==> src/rtl/pipeline_hazard_scoreboard.sv <==
`default_nettype none
// ============================================================================
// Module      : pipeline_hazard_scoreboard
// Description : Registered hazard/forwarding scoreboard for the in-order
//               RISC-V pipeline. A shadow pipeline (stage 0 = E, stages
//               1..FWD_DEPTH = M..W) records {valid, rd, we, load} for every
//               instruction past decode, and the stall/flush/forward controls
//               are derived from it. The whole scoreboard holds while
//               mem_stall is high.
// Ports       : clk, srst_n (async, active-low)
//               valid_d, rs1_d, rs2_d, rd_d, reg_write_d, is_load_d - decode
//               pcsrc_e   - taken branch/jump resolved in execute
//               mem_stall - data memory not ready, pipeline freezes
//               stall_f, stall_d, flush_d, flush_e, freeze - pipeline control
//               forward_a_e, forward_b_e - 0 = regfile, k = stage k result
//               stall_cnt, flush_cnt, fwd_cnt - performance counters
// Options     : HAZARD_PERF_CNT_EN - when defined, builds saturating
//               performance counters; otherwise the counter ports are 0.
// Revision    : 1.0 - initial release
// ============================================================================
module pipeline_hazard_scoreboard #(
    parameter int NUM_REGS         = 32,
    parameter int FWD_DEPTH        = 2,
    parameter int LOAD_READY_STAGE = 2,
    parameter int CNT_W            = 32,
    localparam int REG_AW          = $clog2(NUM_REGS),
    localparam int FWD_W           = $clog2(FWD_DEPTH + 1)
) (
    input  logic              clk,
    input  logic              srst_n,
    input  logic              valid_d,
    input  logic [REG_AW-1:0] rs1_d,
    input  logic [REG_AW-1:0] rs2_d,
    input  logic [REG_AW-1:0] rd_d,
    input  logic              reg_write_d,
    input  logic              is_load_d,
    input  logic              pcsrc_e,
    input  logic              mem_stall,
    output logic              stall_f,
    output logic              stall_d,
    output logic              flush_d,
    output logic              flush_e,
    output logic              freeze,
    output logic [FWD_W-1:0]  forward_a_e,
    output logic [FWD_W-1:0]  forward_b_e,
    output logic [CNT_W-1:0]  stall_cnt,
    output logic [CNT_W-1:0]  flush_cnt,
    output logic [CNT_W-1:0]  fwd_cnt
);

    // Shadow pipeline state, index 0 = E stage
    logic              r_valid [0:FWD_DEPTH];
    logic [REG_AW-1:0] r_rd    [0:FWD_DEPTH];
    logic              r_we    [0:FWD_DEPTH];
    logic              r_load  [0:FWD_DEPTH];
    logic [REG_AW-1:0] r_rs1_e;
    logic [REG_AW-1:0] r_rs2_e;

    logic [FWD_DEPTH:0] w_prod;     // stage k will write a nonzero register
    logic [FWD_DEPTH:0] w_match_d;  // stage k produces rs1_d or rs2_d
    logic [FWD_DEPTH:1] w_match_a;
    logic [FWD_DEPTH:1] w_match_b;
    logic [FWD_W-1:0]   w_fwd_a;
    logic [FWD_W-1:0]   w_fwd_b;
    logic               w_lu_hit;
    logic               w_lu;
    logic               w_flush_d;
    logic               w_flush_e;
    logic               w_take;

    // Excluding rd == 0 here is enough to keep x0 from ever matching, since
    // a match additionally requires equality with the source register.
    always_comb begin
        w_prod    = '0;
        w_match_d = '0;
        for (int k = 0; k <= FWD_DEPTH; k++) begin
            w_prod[k]    = r_valid[k] & r_we[k] & (r_rd[k] != '0);
            w_match_d[k] = w_prod[k] & ((r_rd[k] == rs1_d) | (r_rd[k] == rs2_d));
        end
    end

    always_comb begin
        w_match_a = '0;
        w_match_b = '0;
        for (int k = 1; k <= FWD_DEPTH; k++) begin
            w_match_a[k] = w_prod[k] & (r_rd[k] == r_rs1_e);
            w_match_b[k] = w_prod[k] & (r_rd[k] == r_rs2_e);
        end
    end

    // Walk from the oldest stage to the youngest so the youngest eligible
    // producer is the last one written and therefore wins.
    always_comb begin
        w_fwd_a = '0;
        w_fwd_b = '0;
        for (int k = FWD_DEPTH; k >= 1; k--) begin
            if (w_match_a[k] && (!r_load[k] || k >= LOAD_READY_STAGE)) begin
                w_fwd_a = FWD_W'(k);
            end
            if (w_match_b[k] && (!r_load[k] || k >= LOAD_READY_STAGE)) begin
                w_fwd_b = FWD_W'(k);
            end
        end
    end

    // A load in stage j reaches a forwardable stage one cycle after the
    // consumer would enter E, so the consumer must wait in decode.
    always_comb begin
        w_lu_hit = 1'b0;
        for (int j = 0; j <= FWD_DEPTH; j++) begin
            if ((j + 1 < LOAD_READY_STAGE) && w_match_d[j] && r_load[j]) begin
                w_lu_hit = 1'b1;
            end
        end
    end

    assign w_lu      = valid_d & w_lu_hit;
    assign w_flush_d = pcsrc_e & ~mem_stall;
    assign w_flush_e = (w_lu | pcsrc_e) & ~mem_stall;
    assign w_take    = valid_d & ~w_flush_e;

    assign stall_f     = (w_lu & ~pcsrc_e) | mem_stall;
    assign stall_d     = (w_lu & ~pcsrc_e) | mem_stall;
    assign flush_d     = w_flush_d;
    assign flush_e     = w_flush_e;
    assign freeze      = mem_stall;
    assign forward_a_e = w_fwd_a;
    assign forward_b_e = w_fwd_b;

    // Bubbles clear the E-stage sources so an empty E never selects a
    // forward path.
    always_ff @(posedge clk or negedge srst_n) begin
        if (!srst_n) begin
            for (int k = 0; k <= FWD_DEPTH; k++) begin
                r_valid[k] <= 1'b0;
                r_rd[k]    <= '0;
                r_we[k]    <= 1'b0;
                r_load[k]  <= 1'b0;
            end
            r_rs1_e <= '0;
            r_rs2_e <= '0;
        end else if (!mem_stall) begin
            for (int k = 1; k <= FWD_DEPTH; k++) begin
                r_valid[k] <= r_valid[k-1];
                r_rd[k]    <= r_rd[k-1];
                r_we[k]    <= r_we[k-1];
                r_load[k]  <= r_load[k-1];
            end
            if (w_take) begin
                r_valid[0] <= 1'b1;
                r_rd[0]    <= rd_d;
                r_we[0]    <= reg_write_d;
                r_load[0]  <= is_load_d;
                r_rs1_e    <= rs1_d;
                r_rs2_e    <= rs2_d;
            end else begin
                r_valid[0] <= 1'b0;
                r_rd[0]    <= '0;
                r_we[0]    <= 1'b0;
                r_load[0]  <= 1'b0;
                r_rs1_e    <= '0;
                r_rs2_e    <= '0;
            end
        end
    end

`ifdef HAZARD_PERF_CNT_EN
    logic [CNT_W-1:0] r_stall_cnt;
    logic [CNT_W-1:0] r_flush_cnt;
    logic [CNT_W-1:0] r_fwd_cnt;

    // Counters saturate at all-ones.
    always_ff @(posedge clk or negedge srst_n) begin
        if (!srst_n) begin
            r_stall_cnt <= '0;
            r_flush_cnt <= '0;
            r_fwd_cnt   <= '0;
        end else begin
            if (w_lu && !pcsrc_e && !mem_stall && (r_stall_cnt != '1)) begin
                r_stall_cnt <= r_stall_cnt + CNT_W'(1);
            end
            if (w_flush_d && (r_flush_cnt != '1)) begin
                r_flush_cnt <= r_flush_cnt + CNT_W'(1);
            end
            if (!mem_stall && ((w_fwd_a != '0) || (w_fwd_b != '0)) && (r_fwd_cnt != '1)) begin
                r_fwd_cnt <= r_fwd_cnt + CNT_W'(1);
            end
        end
    end

    assign stall_cnt = r_stall_cnt;
    assign flush_cnt = r_flush_cnt;
    assign fwd_cnt   = r_fwd_cnt;
`else
    assign stall_cnt = '0;
    assign flush_cnt = '0;
    assign fwd_cnt   = '0;
`endif

endmodule
`default_nettype wire

==> config.mk <==
export PLATFORM = sky130hd
export DESIGN_NAME = pipeline_hazard_scoreboard
export DESIGN_NICKNAME = d
export VERILOG_FILES = /design/src/rtl/pipeline_hazard_scoreboard.sv
export SDC_FILE = /design/constraint.sdc
export NUM_CORES = 1
export LEC_CHECK = 0
export CAP_MARGIN = 20
export CORE_MARGIN = 2
export CORE_UTILIZATION = 44
export DETAILED_ROUTE_END_ITERATION = 12
export PLACE_DENSITY = 0.87
export SLEW_MARGIN = 40
export SYNTH_ARGS = -nofsm -noshare
export SYNTH_HDL_FRONTEND = slang
export SYNTH_SLANG_ARGS = --single-unit
==> constraint.sdc <==
create_clock -name clk -period 2.5 [get_ports clk]
set_input_delay 0.25 -clock clk [delete_from_list [all_inputs] [get_ports clk]]
set_output_delay 0.25 -clock clk [all_outputs]
set_load 0.01 [all_outputs]
Yosys cells after proc, flatten, opt, wreduce, memory -nomap -nowiden
Index checks and enable logic that the tools add are counted.
- flip-flop bits (word level): 33
- bits in latches: 0
- RAM bits: 0
- bits in read-only memories: 0
- input port bits: 22
- logic and storage cells: 59
- memories kept: 0
- add/sub/neg operators: 0
- multipliers: 0
- divide/modulo/power cells: 0
- order comparisons: 0
- equality and inequality tests: 6
- shift operators: 0
- multiplexer cells: 11
- bitwise gates (word level): 22
- reduce and logical (&&, ||, !) cells: 7
- operator list (operator ; number):
    $eq A5 B5 Y1 ; 6
    $and A1 B1 Y1 ; 16
    $mux W5 ; 3
    $reduce_bool A5 Y1 ; 3
    $mux W2 ; 4
    $mux W1 ; 4
    $logic_and A1 B1 Y1 ; 3
    $not A1 Y1 ; 3
    $or A1 B1 Y1 ; 3
    $logic_not A1 Y1 ; 1

Longest topological paths before layout
- depth after elaboration: 11
- depth in mapped cells: 6
- gate-level depth less buffers: 4

Least setup slack after synthesis
OpenSTA, ideal clock, no wires.
- path kind: reg-to-output
- start: register r_rd[11] in the netlist's numbering
- end: output port stall_f
- arrival time: 1647 ps
- data required time: 2250 ps
- path slack: 603 ps
- cell stages (with the launch flop): 7
- buffers on the path: 2
- path through: dfrtp_1 or4_1 o21ai_1 buf_2 nor2_1 a21o_1 buf_4
- cells in the longest elaborated chain, start to end: 8
- ends and longest elaborated chain (element ; RTL line ; source):
    from (decl) ; 53 ; logic [REG_AW-1:0] r_rd [0:FWD_DEPTH];
    from (signal, indexed assignment) ; 145 ; r_rd[k] <= r_rd[k-1];
    $eq A5 B5 Y1 / $reduce_bool A5 Y1 (equally long branches) ; 78, 77 ;
    $or A1 B1 Y1 / $and A1 B1 Y1 (equally long branches) ; 78, 77 ;
    $and A1 B1 Y1 * ; 78 ; w_match_d[k] = w_prod[k] & ((r_rd[k] == rs1_d) | (r_rd[k] == rs2_d));
    $logic_and A1 B1 Y1 * ; 111 ; if ((j + 1 < LOAD_READY_STAGE) && w_match_d[j] && r_load[j]) begin
    $mux W1 * ; 111 ;
    $and A1 B1 Y1 * ; 117 ; assign w_lu = valid_d & w_lu_hit;
    $and A1 B1 Y1 * ; n/a ;
    $or A1 B1 Y1 * ; n/a ;
    to (decl) ; 39 ; output logic stall_f,
Every way passes the cells marked *; elsewhere a longest branch is shown, timed or not.

Final worst setup path
- start: register r_rd[7] in the netlist's numbering
- end: output port forward_a_e[1]
- cells in the longest elaborated chain, start to end: 5
- ends and longest elaborated chain (element ; RTL line ; source):
    $reduce_bool A5 Y1 ; 77 ; w_prod[k] = r_valid[k] & r_we[k] & (r_rd[k] != '0);
    $and A1 B1 Y1 ; 77 ;
    $and A1 B1 Y1 * ; 86 ; w_match_a[k] = w_prod[k] & (r_rd[k] == r_rs1_e);
    $logic_and A1 B1 Y1 * ; 97 ; if (w_match_a[k] && (!r_load[k] || k >= LOAD_READY_STAGE)) begin
    $mux W2 * ; 97 ;
    to (decl) ; 44 ; output logic [FWD_W-1:0] forward_a_e,
Marks and branches as above.

==> flow_metrics.env <==
export IMPL_status="complete, no violations"
export IMPL_mappedNetlistArea_mm2=0.00255
export IMPL_synth_area_per_cell_um2=9.45
export IMPL_power_density_mw_per_mm2=576
export IMPL_drc=0
export IMPL_rsz0062_at_grt="false"
export IMPL_worst_setup_path_type="reg -> out"
export IMPL_clkTransAtPathRegs_ns=0.07
export IMPL_tns_ns=0
export IMPL_ios=127
export IMPL_cts_hold_buffers=0
export IMPL_yosysWarnings=0
export IMPL_port_buffers=30
export IMPL_cp_arrival_ns=2.11
export IMPL_drtAntennaViolNets=0
export IMPL_synth_area_leaders="dfrtp_1 32%, buf_4 29%, mux2_2 6.6%"
export IMPL_die_w_um=80.1
export IMPL_cap_violations=0
export IMPL_rows=27
export IMPL_hold_path_class="in -> async"
export IMPL_insertedDiodeCount=0
export IMPL_p_leak_nw=1.34
export IMPL_layout_commonest_cell="conb_1"
export IMPL_synth_flop_cell="dfrtp_1"
export IMPL_clock_latency_ns=0.28
export IMPL_grt_usage_pct=15.6
export IMPL_h_tree_depth=2
export IMPL_critPathLaunchType="register"
export IMPL_final_min_clock_period_ns=2.36
export IMPL_grt_pass1_vias=1571
export IMPL_coreArea_mm2=0.00554
export IMPL_gp_congestion=0.837
export IMPL_cts_tree="built"
export IMPL_ff2ff_setup_slack_ns=0.69
export IMPL_finClkSkew_ns=0.00562
export IMPL_cp_required_ns=2.25
export IMPL_synth_cell_types=28
export IMPL_antenna_found_initial=0
export IMPL_wl_um=4920
export IMPL_die_height_um=80.1
export IMPL_numCtsBuffers=5
export IMPL_first_iter_violations=143
export IMPL_clock_sinks=33
export IMPL_cts_buffer_depth=2
export IMPL_p_total_mw=1.58
export IMPL_crit_chain="or4_1 > o2111ai_2 > nor4_1 > nor4_2 > dlygate4sd2_1"
export IMPL_start_util_pct=46.0
export IMPL_cts_root_buf="clkbuf_8"
export IMPL_grt_max_degree=37
export IMPL_syn_to_final_growth_pct=7.75
export IMPL_grt_pass1_wl_um=7720
export IMPL_synth_edff_count=0
export IMPL_timing_fmax_mhz=425
export IMPL_yosysSeqAreaShare_pct=32.4
export IMPL_fin_nets=328
export IMPL_yosys_area_top_type="dfrtp_1"
export IMPL_ir_drop_mv=0.293
export IMPL_dp_hpwl_um=3690
export IMPL_cp_slowest_cell="or4_1"
export IMPL_wire_per_inst_um=13.0
export IMPL_dieArea_mm2=0.00642
export IMPL_cp_end_kind="output port"
export IMPL_avgViaCountPerCell=4.59
export IMPL_ys_ff_latch=33
export IMPL_synth_top_area_share_pct=32.4
export IMPL_hold_viol=0
export IMPL_drive_gt1_share_pct=13.4
export IMPL_mostFrequentLayoutCells="96 x conb_1, 32 x dfrtp_1, 25 x clkdlybuf4s50_1"
export IMPL_overflow=0
export IMPL_setup_viol=0
export IMPL_first_pass_iters=4
export IMPL_post_synth_inst_count=270
export IMPL_drv_slew=0
export IMPL_min_period_over_period_pct=94.2
export IMPL_cp_max_fo=5
export IMPL_num_fill_cells=518
export IMPL_async_flop_share_pct=100
export IMPL_slowest_delay_ns=0.53
export IMPL_vias=1738
[power by group]
group          switching (mW)  leakage (nW)  internal, mW  total, mW
clock network           0.190        0.0585         0.325      0.515
logic                   0.204         0.850         0.176      0.380
registers              0.0874         0.428         0.600      0.688
total                   0.481          1.34          1.10       1.58
[Yosys cell counts, types with 2 or more instances]
master	count
xnor2_1	16
xor2_1	14
or4_1	3
nor4_2	2
o21ai_0	18
nor3_1	2
nor2_1	2
nand2_1	19
inv_1	2
nor4_1	2
nand3_1	4
dfrtp_1	33
a32oi_1	17
a21o_1	2
mux2_2	15
buf_4	98
clkbuf_1	7
o2111ai_1	2
buf_2	3
[cell type report]
cell class	count	area, um^2	area share [%]
clock buffers	7	86.3	3.14
clock inverters	1	30.0	1.09
repair buffers	43	404	14.7
flip-flops and latches	33	827	30.1
well taps	72	90.1	3.28
inverters	2	7.51	0.273
multi-input cells	221	1300	47.4
[sequential cells by signal (all words and copies together) (netlist names)]
signal   count
r_rs2_e      5
r_valid      3
r_load       2
r_we         3
r_rs1_e      5
r_rd        15
[per-stage QoR]
| step | setup slack, ns | utilization (%) | cell area, um^2 | hold WS (ns) | std cells |
|---|---|---|---|---|---|
| 5_1_grt | 0.00482 | 49.6 | 2750 | 0.434 | 379 |
| 3_3_place_gp | 0.184 | 46.9 | 2600 | 0.497 | 368 |
| 4_1_cts | 0.00286 | 49.1 | 2720 | 0.386 | 376 |
| 3_5_place_dp | 0.127 | 46.9 | 2600 | 0.496 | 368 |
| 2_1_floorplan | 0.603 | - | 2910 | -0.0456 | 365 |
| 6_report | 0.145 | 49.6 | 2750 | 0.373 | 379 |
[metal layers]
layer	global-route usage, %	routed length [um]
met5	0	0
met2	24.1	2320
met4	7.97	132
met1	20.6	2080
met3	3.26	379
[worst max-delay path: cells and delay by family, from the launching register on]
| family | cells | cell delay [ns] |
|---|---|---|
| AND/OR/NAND/NOR | 3 | 0.89 |
| flip-flops | 1 | 0.43 |
| buffers and inverters | 1 | 0.29 |
| AO/OA/AOI/OAI | 1 | 0.20 |
[cells by family after synthesis]
| family | count (synthesis) | synth area share, % |
|---|---|---|
| multiplexers | 15 | 6.62 |
| XOR/XNOR | 30 | 10.3 |
| AND/OR/NAND/NOR | 37 | 7.70 |
| other | 1 | 0.147 |
| buffers and inverters | 111 | 30.9 |
| AO/OA/AOI/OAI | 43 | 12.0 |
| flip-flops | 33 | 32.4 |
[final timing paths]
path | end | startpoint | cells after the start
worst max-delay path | forward_a_e[1] | r_rd[7] | 5
worst min-delay path | r_load[2] | srst_n | 2
worst max register to register | r_rs1_e[0] | r_rd[12] | 5
worst min register to register | r_load[1] | r_load[1] | 1
max in group asynchronous | r_rd[12] | srst_n | 2
min in group clk | r_load[1] | r_load[1] | 1
[repair_timing]
action / CTS / global route
buffers inserted: 0 / 3
resized for setup: 4 / 4
endpoints found under the setup margin: 5 / 4
No activity file was read; power rests on OpenSTA's default activity.
